==> config.mk <==
export PLATFORM = sky130hd
export DESIGN_NAME = id_stage_pipe_param_flat
export DESIGN_NICKNAME = d
export VERILOG_FILES = /design/src/rtl/id_stage_pipe_param_if.sv /design/src/rtl/id_stage_pipe_param.sv /design/src/flat_wrapper.sv
export SDC_FILE = /design/constraint.sdc
export NUM_CORES = 2
export LEC_CHECK = 0
export BUFFER_PORTS_ARGS = -buffer_cell sky130_fd_sc_hd__clkbuf_2
export CORE_MARGIN = 8
export CORE_UTILIZATION = 62
export CTS_CLUSTER_SIZE = 28
export DETAILED_ROUTE_END_ITERATION = 12
export GPL_TIMING_DRIVEN = 0
export PLACE_DENSITY = 0.87
export SLEW_MARGIN = 40
export SYNTH_ARGS = -nofsm -noshare
export SYNTH_HDL_FRONTEND = slang
export SYNTH_SLANG_ARGS = --single-unit
==> constraint.sdc <==
create_clock -name clk_i -period 2.9 [get_ports clk_i]
set_input_delay 0.29 -clock clk_i [delete_from_list [all_inputs] [get_ports clk_i]]
set_output_delay 0.29 -clock clk_i [all_outputs]
set_load 0.02 [all_outputs]
==> src/rtl/id_stage_pipe_param_if.sv <==
// Bundle of ID-stage signals: pre-decoded instruction in, write-back in,
// ID/EX pipeline register out, plus the load-use stall request.
//
// Handshake: valid_i marks a real instruction in IF/ID. hazard_o is the only
// back-pressure. While hazard_o=1 or busywait_i=1 the source must keep
// presenting the same instruction. The stage issues it on the first edge
// where neither stall is active. flush_i kills the instruction at the edge
// unless busywait_i holds the stage; in that case the flush must be
// re-presented afterwards.
interface id_stage_pipe_param_if #(
    parameter int XLEN   = 32,
    parameter int NREG   = 32,
    parameter int CTRL_W = 16
);
    localparam int RAW = $clog2(NREG);

    // decoded instruction from IF/ID
    logic              valid_i;
    logic [29:0]       pc_i;
    logic [RAW-1:0]    rs1_i;
    logic [RAW-1:0]    rs2_i;
    logic [RAW-1:0]    rd_i;
    logic              rs1_used_i;
    logic              rs2_used_i;
    logic              reg_wr_en_i;
    logic              is_load_i;
    logic              is_store_i;
    logic              is_branch_i;
    logic [XLEN-1:0]   imm_i;
    logic [CTRL_W-1:0] ctrl_i;
    logic              busywait_i;
    logic              flush_i;

    // write-back port
    logic              wb_en_i;
    logic [RAW-1:0]    wb_addr_i;
    logic [XLEN-1:0]   wb_data_i;

    // stall request and ID/EX register
    logic              hazard_o;
    logic              valid_o;
    logic [29:0]       pc_o;
    logic [XLEN-1:0]   rs1_val_o;
    logic [XLEN-1:0]   rs2_val_o;
    logic [XLEN-1:0]   imm_o;
    logic [RAW-1:0]    rs1_o;
    logic [RAW-1:0]    rs2_o;
    logic [RAW-1:0]    rd_o;
    logic              reg_wr_en_o;
    logic              is_load_o;
    logic              is_store_o;
    logic              is_branch_o;
    logic [CTRL_W-1:0] ctrl_o;

    modport master (
        output valid_i, pc_i, rs1_i, rs2_i, rd_i, rs1_used_i, rs2_used_i,
               reg_wr_en_i, is_load_i, is_store_i, is_branch_i, imm_i, ctrl_i,
               busywait_i, flush_i, wb_en_i, wb_addr_i, wb_data_i,
        input  hazard_o, valid_o, pc_o, rs1_val_o, rs2_val_o, imm_o,
               rs1_o, rs2_o, rd_o, reg_wr_en_o, is_load_o, is_store_o,
               is_branch_o, ctrl_o
    );

    modport slave (
        input  valid_i, pc_i, rs1_i, rs2_i, rd_i, rs1_used_i, rs2_used_i,
               reg_wr_en_i, is_load_i, is_store_i, is_branch_i, imm_i, ctrl_i,
               busywait_i, flush_i, wb_en_i, wb_addr_i, wb_data_i,
        output hazard_o, valid_o, pc_o, rs1_val_o, rs2_val_o, imm_o,
               rs1_o, rs2_o, rd_o, reg_wr_en_o, is_load_o, is_store_o,
               is_branch_o, ctrl_o
    );
endinterface

==> src/rtl/id_stage_pipe_param.sv <==
// Decode-stage datapath: register file with write-through bypass, load-use
// scoreboard sized by LOAD_LAT, and the ID/EX register with hold/flush/bubble.
module id_stage_pipe_param #(
    parameter int XLEN     = 32,
    parameter int NREG     = 32,
    parameter int CTRL_W   = 16,
    parameter int LOAD_LAT = 1
) (
    input logic clk_i,
    input logic rst_i,
    id_stage_pipe_param_if.slave bus
);
    localparam int RAW = $clog2(NREG);

    typedef struct packed {
        logic              valid;
        logic [29:0]       pc;
        logic [XLEN-1:0]   rs1_val;
        logic [XLEN-1:0]   rs2_val;
        logic [XLEN-1:0]   imm;
        logic [RAW-1:0]    rs1;
        logic [RAW-1:0]    rs2;
        logic [RAW-1:0]    rd;
        logic              reg_wr_en;
        logic              is_load;
        logic              is_store;
        logic              is_branch;
        logic [CTRL_W-1:0] ctrl;
    } idex_t;

    // ------------------------------------------------------------------
    // Register file
    // ------------------------------------------------------------------
    logic [XLEN-1:0] rf [NREG];
    logic [XLEN-1:0] rs1_val;
    logic [XLEN-1:0] rs2_val;

    always_ff @(posedge clk_i) begin
        if (rst_i) begin
            for (int i = 0; i < NREG; i++) begin
                rf[i] <= '0;
            end
        end else if (bus.wb_en_i && (bus.wb_addr_i != '0)) begin
            rf[bus.wb_addr_i] <= bus.wb_data_i;
        end
    end

    // A write landing this cycle is forwarded so the reader never sees stale data.
    always_comb begin
        rs1_val = rf[bus.rs1_i];
        rs2_val = rf[bus.rs2_i];
        if (bus.rs1_i == '0) begin
            rs1_val = '0;
        end else if (bus.wb_en_i && (bus.wb_addr_i == bus.rs1_i)) begin
            rs1_val = bus.wb_data_i;
        end
        if (bus.rs2_i == '0) begin
            rs2_val = '0;
        end else if (bus.wb_en_i && (bus.wb_addr_i == bus.rs2_i)) begin
            rs2_val = bus.wb_data_i;
        end
    end

    // ------------------------------------------------------------------
    // ID/EX register
    // ------------------------------------------------------------------
    idex_t idex_q;
    idex_t idex_cap;
    logic  hazard;
    logic  issue;

    always_comb begin
        idex_cap           = '0;
        idex_cap.valid     = 1'b1;
        idex_cap.pc        = bus.pc_i;
        idex_cap.rs1_val   = rs1_val;
        idex_cap.rs2_val   = rs2_val;
        idex_cap.imm       = bus.imm_i;
        idex_cap.rs1       = bus.rs1_i;
        idex_cap.rs2       = bus.rs2_i;
        idex_cap.rd        = bus.rd_i;
        idex_cap.reg_wr_en = bus.reg_wr_en_i;
        idex_cap.is_load   = bus.is_load_i;
        idex_cap.is_store  = bus.is_store_i;
        idex_cap.is_branch = bus.is_branch_i;
        idex_cap.ctrl      = bus.ctrl_i;
    end

    assign issue = bus.valid_i && !bus.flush_i && !hazard;

    // Hold beats flush; a bubble is an all-zero register.
    always_ff @(posedge clk_i) begin
        if (rst_i) begin
            idex_q <= '0;
        end else if (!bus.busywait_i) begin
            idex_q <= issue ? idex_cap : '0;
        end
    end

    assign bus.valid_o     = idex_q.valid;
    assign bus.pc_o        = idex_q.pc;
    assign bus.rs1_val_o   = idex_q.rs1_val;
    assign bus.rs2_val_o   = idex_q.rs2_val;
    assign bus.imm_o       = idex_q.imm;
    assign bus.rs1_o       = idex_q.rs1;
    assign bus.rs2_o       = idex_q.rs2;
    assign bus.rd_o        = idex_q.rd;
    assign bus.reg_wr_en_o = idex_q.reg_wr_en;
    assign bus.is_load_o   = idex_q.is_load;
    assign bus.is_store_o  = idex_q.is_store;
    assign bus.is_branch_o = idex_q.is_branch;
    assign bus.ctrl_o      = idex_q.ctrl;

    // ------------------------------------------------------------------
    // Load-use scoreboard: slot 0 is the load sitting in ID/EX, older slots
    // track it through the remaining load latency.
    // ------------------------------------------------------------------
    logic [LOAD_LAT-1:0]          slot_valid;
    logic [LOAD_LAT-1:0][RAW-1:0] slot_rd;

    assign slot_valid[0] = idex_q.valid && idex_q.is_load && (idex_q.rd != '0);
    assign slot_rd[0]    = idex_q.rd;

    if (LOAD_LAT > 1) begin : g_shift
        logic [LOAD_LAT-1:1]          sh_valid;
        logic [LOAD_LAT-1:1][RAW-1:0] sh_rd;

        // Flush does not touch these: the loads here predate the flushed instruction.
        always_ff @(posedge clk_i) begin
            if (rst_i) begin
                sh_valid <= '0;
                sh_rd    <= '0;
            end else if (!bus.busywait_i) begin
                for (int k = 1; k < LOAD_LAT; k++) begin
                    sh_valid[k] <= slot_valid[k-1];
                    sh_rd[k]    <= slot_rd[k-1];
                end
            end
        end

        for (genvar k = 1; k < LOAD_LAT; k++) begin : g_slot
            assign slot_valid[k] = sh_valid[k];
            assign slot_rd[k]    = sh_rd[k];
        end
    end

    // x0 never matches because a slot is only valid for rd != 0.
    logic slot_match;

    always_comb begin
        slot_match = 1'b0;
        for (int k = 0; k < LOAD_LAT; k++) begin
            if (slot_valid[k] &&
                ((bus.rs1_used_i && (bus.rs1_i == slot_rd[k])) ||
                 (bus.rs2_used_i && (bus.rs2_i == slot_rd[k])))) begin
                slot_match = 1'b1;
            end
        end
    end

    assign hazard       = bus.valid_i && !bus.flush_i && slot_match;
    assign bus.hazard_o = hazard;
endmodule

==> src/flat_wrapper.sv <==
// flat-port wrapper written by rule: the top's interface ports become plain ports
module id_stage_pipe_param_flat 
#(
    parameter int XLEN     = 32,
    parameter int NREG     = 32,
    parameter int CTRL_W   = 16,
    parameter int LOAD_LAT = 1
)
  (clk_i, rst_i, bus_valid_i, bus_pc_i, bus_rs1_i, bus_rs2_i, bus_rd_i, bus_rs1_used_i, bus_rs2_used_i, bus_reg_wr_en_i, bus_is_load_i, bus_is_store_i, bus_is_branch_i, bus_imm_i, bus_ctrl_i, bus_busywait_i, bus_flush_i, bus_wb_en_i, bus_wb_addr_i, bus_wb_data_i, bus_hazard_o, bus_valid_o, bus_pc_o, bus_rs1_val_o, bus_rs2_val_o, bus_imm_o, bus_rs1_o, bus_rs2_o, bus_rd_o, bus_reg_wr_en_o, bus_is_load_o, bus_is_store_o, bus_is_branch_o, bus_ctrl_o);
  id_stage_pipe_param_if #(.XLEN(XLEN), .NREG(NREG), .CTRL_W(CTRL_W)) bus_i ();
  input logic clk_i;
  input logic rst_i;
  input wire logic [$bits(bus_i.valid_i)-1:0] bus_valid_i;
  input wire logic [$bits(bus_i.pc_i)-1:0] bus_pc_i;
  input wire logic [$bits(bus_i.rs1_i)-1:0] bus_rs1_i;
  input wire logic [$bits(bus_i.rs2_i)-1:0] bus_rs2_i;
  input wire logic [$bits(bus_i.rd_i)-1:0] bus_rd_i;
  input wire logic [$bits(bus_i.rs1_used_i)-1:0] bus_rs1_used_i;
  input wire logic [$bits(bus_i.rs2_used_i)-1:0] bus_rs2_used_i;
  input wire logic [$bits(bus_i.reg_wr_en_i)-1:0] bus_reg_wr_en_i;
  input wire logic [$bits(bus_i.is_load_i)-1:0] bus_is_load_i;
  input wire logic [$bits(bus_i.is_store_i)-1:0] bus_is_store_i;
  input wire logic [$bits(bus_i.is_branch_i)-1:0] bus_is_branch_i;
  input wire logic [$bits(bus_i.imm_i)-1:0] bus_imm_i;
  input wire logic [$bits(bus_i.ctrl_i)-1:0] bus_ctrl_i;
  input wire logic [$bits(bus_i.busywait_i)-1:0] bus_busywait_i;
  input wire logic [$bits(bus_i.flush_i)-1:0] bus_flush_i;
  input wire logic [$bits(bus_i.wb_en_i)-1:0] bus_wb_en_i;
  input wire logic [$bits(bus_i.wb_addr_i)-1:0] bus_wb_addr_i;
  input wire logic [$bits(bus_i.wb_data_i)-1:0] bus_wb_data_i;
  output wire logic [$bits(bus_i.hazard_o)-1:0] bus_hazard_o;
  output wire logic [$bits(bus_i.valid_o)-1:0] bus_valid_o;
  output wire logic [$bits(bus_i.pc_o)-1:0] bus_pc_o;
  output wire logic [$bits(bus_i.rs1_val_o)-1:0] bus_rs1_val_o;
  output wire logic [$bits(bus_i.rs2_val_o)-1:0] bus_rs2_val_o;
  output wire logic [$bits(bus_i.imm_o)-1:0] bus_imm_o;
  output wire logic [$bits(bus_i.rs1_o)-1:0] bus_rs1_o;
  output wire logic [$bits(bus_i.rs2_o)-1:0] bus_rs2_o;
  output wire logic [$bits(bus_i.rd_o)-1:0] bus_rd_o;
  output wire logic [$bits(bus_i.reg_wr_en_o)-1:0] bus_reg_wr_en_o;
  output wire logic [$bits(bus_i.is_load_o)-1:0] bus_is_load_o;
  output wire logic [$bits(bus_i.is_store_o)-1:0] bus_is_store_o;
  output wire logic [$bits(bus_i.is_branch_o)-1:0] bus_is_branch_o;
  output wire logic [$bits(bus_i.ctrl_o)-1:0] bus_ctrl_o;
  assign bus_i.valid_i = bus_valid_i;
  assign bus_i.pc_i = bus_pc_i;
  assign bus_i.rs1_i = bus_rs1_i;
  assign bus_i.rs2_i = bus_rs2_i;
  assign bus_i.rd_i = bus_rd_i;
  assign bus_i.rs1_used_i = bus_rs1_used_i;
  assign bus_i.rs2_used_i = bus_rs2_used_i;
  assign bus_i.reg_wr_en_i = bus_reg_wr_en_i;
  assign bus_i.is_load_i = bus_is_load_i;
  assign bus_i.is_store_i = bus_is_store_i;
  assign bus_i.is_branch_i = bus_is_branch_i;
  assign bus_i.imm_i = bus_imm_i;
  assign bus_i.ctrl_i = bus_ctrl_i;
  assign bus_i.busywait_i = bus_busywait_i;
  assign bus_i.flush_i = bus_flush_i;
  assign bus_i.wb_en_i = bus_wb_en_i;
  assign bus_i.wb_addr_i = bus_wb_addr_i;
  assign bus_i.wb_data_i = bus_wb_data_i;
  assign bus_hazard_o = bus_i.hazard_o;
  assign bus_valid_o = bus_i.valid_o;
  assign bus_pc_o = bus_i.pc_o;
  assign bus_rs1_val_o = bus_i.rs1_val_o;
  assign bus_rs2_val_o = bus_i.rs2_val_o;
  assign bus_imm_o = bus_i.imm_o;
  assign bus_rs1_o = bus_i.rs1_o;
  assign bus_rs2_o = bus_i.rs2_o;
  assign bus_rd_o = bus_i.rd_o;
  assign bus_reg_wr_en_o = bus_i.reg_wr_en_o;
  assign bus_is_load_o = bus_i.is_load_o;
  assign bus_is_store_o = bus_i.is_store_o;
  assign bus_is_branch_o = bus_i.is_branch_o;
  assign bus_ctrl_o = bus_i.ctrl_o;
  id_stage_pipe_param #(.XLEN(XLEN), .NREG(NREG), .CTRL_W(CTRL_W), .LOAD_LAT(LOAD_LAT)) u_core (.clk_i(clk_i), .rst_i(rst_i), .bus(bus_i));
endmodule
# Yosys cells after proc, flatten, opt, wreduce, memory -nomap -nowiden

Memory sizes are Yosys's and may differ from the RTL's.
Cells that the tools add are included.

Equal/unequal tests: 4
Muxes and demuxes: 14
Reductions and logical operators: 19

Operators by type and width:

| kind                | count |
|---|---|
| $mux W162           | 1 |
| $mux W32            | 5 |
| $reduce_or A32 Y1   | 1 |
| $eq A5 B5 Y1        | 4 |
| $logic_and A1 B1 Y1 | 11 |
| $logic_not A5 Y1    | 2 |
| $reduce_bool A5 Y1  | 2 |
| $mux W1             | 7 |
| $mux W5             | 1 |
| $logic_not A1 Y1    | 2 |
| $logic_or A1 B1 Y1  | 1 |

Word-level logic and storage cells: 51
Memories: 1
Flip-flop bits (word level): 162
Bits of input ports: 142
Memory bits (writable): 1024
Output and inout bits: 163

Memory list:

| name      | words | width | rd ports | clocked after memory_dff | write ports | RTL line                  | RTL |
|---|---|---|---|---|---|---|---|
| u_core.rf | 32    | 32    | 2        | 0                        | 32          | id_stage_pipe_param.sv:34 | `logic [XLEN-1:0] rf [NREG];` |

# Depth between registers and ports, before layout

Word-level depth: 9
Mapped depth: 10
Mapped depth without buffers: 6

# Least setup slack after synthesis

No wires, ideal clock.

Path type: input port to flip-flop
From: in bus_rs1_i[1]
To: reg u_core.idex_q, in the netlist u_core.bus.rs1_val_o[29]
Path buffers: 3
Arrival time: 2172 ps
Path slack: 607 ps
Stages on the path: 7
Data required time: 2778 ps
Cells stage by stage: buf_2 > clkbuf_1 > clkbuf_1 > mux4_2 > a221oi_1 > a21oi_1 > a221o_1

Word-level cells in the longest chain between the ends: 9

RTL lines:

| element                                                 | RTL line                  | RTL |
|---|---|---|
| from (decl)                                             | flat_wrapper.sv:15        | `input wire logic [$bits(bus_i.rs1_i)-1:0] bus_rs1_i;` |
| branches (longest 8 deep; another with $mem_v2 Z32 W32) | n/a                       |  |
| $mux W162 *                                             | id_stage_pipe_param.sv:96 | `idex_q <= issue ? idex_cap : '0;` |
| to (signal assigned)                                    | id_stage_pipe_param.sv:96 |  |
| to (decl)                                               | id_stage_pipe_param.sv:67 | `idex_t idex_q;` |

Every way passes the cells marked *.
A chain may end at the register's enable or synchronous reset.

# Worst setup path after layout

From: in bus_rs1_i[3]
To: reg u_core.idex_q, in the netlist u_core.bus.rs1_val_o[9]

Same word-level chain as after synthesis.

==> impl_metrics.csv <==
group,metric,value,unit
run_status,status,"complete, but fails checks",
run_status,violations,"hold timing, setup timing",
power_and_ir_drop,p_leak,25.32,nW
global_routing,grt_max_degree,33,
sta,hold_violations,1,
worst_setup_path,path_buf_inv,3,
power_and_ir_drop,comb_power_share,0.122,
power_and_ir_drop,clkPwrFrac,0.391,
power_and_ir_drop,swShare,0.2577,
power_and_ir_drop,powerDensity,592.1,nW/um^2
global_routing,grt_overflow,0,
worst_setup_path,cpMaxStageDelayCell,"clkbuf_1",
sta,worst_pin_slew,1036,ps
cts,cts_tree,"done",
floorplan,core_area,96710,sq um
cts,clock-sinks,1186,
global_routing,grt_pass1_wl,312.2,mm
sta,period_minus_slack,3168,ps
synthesis,async_flop_share,0,
cts,clk_pin_slew,60,ps
power_and_ir_drop,p_switching,10.53,mW
worst_setup_path,crit_family,"buffers and inverters",
route,dr_total_vias,45580,
min_path,hold_depth,2,
cts,cts_made_buffers,120,
power_and_ir_drop,peakVddDrop,0.0006128,V
finish,multi_input_area,24870,sq um
worst_setup_path,worstSetupPathType,"in2reg",
floorplan,initial_core_util,0.6258,
floorplan,die_w,328.4,um
placement,dp_hpwl,152.8,mm
min_path,hold-path-endpoint,"u_core.bus.rs1_val_o[5]",
floorplan,die_area,107900,sq um
sta,slew_headroom,0.3094,
route,wl_per_cell,35.36,um
placement,port_buffers,288,
synthesis,synthCells,4376,
worst_setup_path,cp-start-kind,"input pin",
route,drtIter0Drc,7838,
finish,fin_nets,5059,
power_and_ir_drop,cell_internal_pwr,30.34,mW
sta,fin_skew,34.82,ps
finish,final_common_cell,"and2_1",
finish,utilization,0.7139,
finish,regArea,34000,sq um
synthesis,synth_top_family_by_area,"multiplexers",
placement,gp_congestion,1.001,
worst_setup_path,max_stage_delay,730,ps
synthesis,synth_cell_type_count,50,
cts,clockBufferDepth,3,
synthesis,synth-simple-area-share,0.1428,
route,drcViolationCount,0,
job,maxCapViolations,0,
worst_setup_path,cp_cell_sequence,"buf_2 -> or3b_2 -> clkbuf_2 -> clkbuf_1 -> o221ai_1 -> a221oi_1 -> a21oi_1 -> a221o_1",
synthesis,syn_avg_cell_area,13.83,sq um
min_path,hold_start,"bus_wb_data_i[5]",
synthesis,synth_xor_area_frac,0.002894,
sta,whs,-19.84,ps
placement,post-place-ws,-1088,ps
power_and_ir_drop,seq_power_share,0.487,
worst_setup_path,r2r_cells,8,
sta,timing.final.crit_share,1.093,
route,drt-pass1-iter-count,12,
synthesis,yosysSeqAreaShare,0.5617,
sta,drv_slew,0,
worst_setup_path,crit_arrival,3790,ps
synthesis,synth_edf_count,1024,
floorplan,ios,305,
floorplan,die_h,328.4,um
route,routed_wl,223.3,mm
floorplan,rows,114,
cts,cts_root_buf,"clkbuf_16",
worst_setup_path,reg2reg_to,"u_core.bus.rs1_val_o[13]",
finish,area_growth,14.08,%
finish,drive_gt1_frac,0.2334,
sta,tns,-26480,ps
worst_setup_path,worst-r2r-setup-slack,150,ps
synthesis,ys.flop_type,"edfxtp_1",
min_path,hp-class,"in2reg",
cts,clk_latency,760,ps
global_routing,grt_usage,0.4017,
sta,max_freq,315.6,MHz
worst_setup_path,worstPathRequired,3520,ps
worst_setup_path,crit_path_max_fanout,10,
synthesis,ys_seq_elements,1186,
finish,fill_cells,6170,
synthesis,synth.cell_area,60520,sq um
route,antenna_left,0,
finish,layout_common_cells,"and2_1 (1054), edfxtp_1 (1024), mux4_2 (386)",
sta,setup_viol,429,
synthesis,synth_warnings,0,
worst_setup_path,r2r_start,"u_core.bus.rd_o[4]",
synthesis,muxShareOfSynthArea,0.1971,
synthesis,synth_compound_area_frac,0.06233,
global_routing,antenna_found_initial,12,
synthesis,synth_adder_area_share,0,
sta,setup_ws,-268.3,ps
worst_setup_path,crit_path_end_kind,"register",
global_routing,grt_pass1_vias,45360,
cts,h-tree-depth,3,
route,vias_per_cell,7.218,
sta,rsz0062_at_grt,"false",
## cells by family after synthesis
logic type / Yosys count
other: 1
muxes: 701
and+or+nand+nor: 1521
DFF: 1186
AOI/OAI and AO/OA: 483
xor gates and xnor gates: 20
buffers and inverters: 464
## metrics by stage
stage | hold WS [ps] | area, sq um | power, mW | std cells
after floorplan | 427.8 | 60630 | 22.84 | 4407
after global placement | 490.4 | 63670 | 24.62 | 5971
after detailed placement | 500.1 | 63870 | 24.81 | 5977
after CTS | 6.747 | 68860 | 40.33 | 6293
after global routing | 1.699 | 69010 | 41.37 | 6302
final | -19.84 | 69040 | 40.88 | 6315
## worst max-delay path by stage
stage                            start  cells past startpoint                        to
after floorplan           bus_rs1_i[1]                      7  u_core.bus.rs1_val_o[29]
after global placement    bus_rs2_i[1]                      9   u_core.bus.rs2_val_o[1]
after detailed placement  bus_rs1_i[1]                      8  u_core.bus.rs1_val_o[12]
after CTS                 bus_rs2_i[0]                     10  u_core.bus.rs2_val_o[17]
after global routing      bus_rs1_i[3]                      8   u_core.bus.rs1_val_o[9]
final                     bus_rs1_i[3]                      8   u_core.bus.rs1_val_o[9]
## cell type report
class	count	share of cell area
antenna	17	0.0006162
timing repair buffer	388	0.03545
tap	1276	0.02313
multi-input combinational	2757	0.3602
buffer	462	0.03037
clock buffer	172	0.05085
clock inverter	55	0.006832
sequential	1186	0.4924
inverter	2	0.0001087
## flip-flops by register name (all words and copies together) (netlist names), 5 cells and up
register,flops
u_core.bus.rs2_o,5
u_core.bus.pc_o,30
u_core.bus.rd_o,5
u_core.bus.imm_o,32
u_core.rf,1024
u_core.bus.rs2_val_o,32
u_core.bus.rs1_val_o,32
u_core.bus.ctrl_o,16
u_core.bus.rs1_o,5
## power groups by stage
stage,combinational [mW],sequential [mW],clock (mW)
final,4.99,19.9,16.0
after global routing,5.03,20.0,16.4
after CTS,4.74,19.9,15.7
after detailed placement,4.58,20.2,0
after global placement,4.48,20.1,0
after floorplan,2.76,20.1,0
## timing repair
item | in CTS | in global routing
gates resized for setup | 30 | 19
endpoints found under the setup margin | 37 | 43
buffers inserted | 0 | 0
hold buffers | 89 | 1
hold endpoints to repair | 91 | 1
## routing by layer
| metal | share of wire | GRT usage | routed length, um | up-vias |
|---|---|---|---|---|
| li1 | - | - | - | 17630 |
| met1 | 0.31 | 0.4713 | 69400 | 21950 |
| met2 | 0.42 | 0.5795 | 94670 | 4835 |
| met3 | 0.16 | 0.1592 | 35590 | 1163 |
| met4 | 0.11 | 0.3340 | 23530 | 6 |
| met5 | 0.00043 | 0.007243 | 95 | - |
## synthesized netlist by cell type, types with 8 or more instances
master    instances  area, sq um
xnor2_1          12        105.1
buf_1            13        48.80
clkbuf_1        349         1310
buf_6            19        214.0
or2_2            32        200.2
o22ai_1          63        394.1
a21oi_1          64        320.3
a221oi_2         10        150.1
a221oi_1         52        455.4
a221o_1          62        620.6
nor2_1          131        491.7
and2_1         1054         6594
nand2_1         258        968.4
mux4_2          386         8693
mux2i_1         252         2522
dfxtp_1         162         3243
a211oi_1         62        465.5
a22oi_1          97        728.2
edfxtp_1       1024        30750
o221ai_1         63        551.8
buf_2            73        365.4
nand3b_1          8        60.06
buf_4             8        60.06
xor2_1            8        70.07
mux2_2           63        709.4
(Power assumes the default switching activity.)
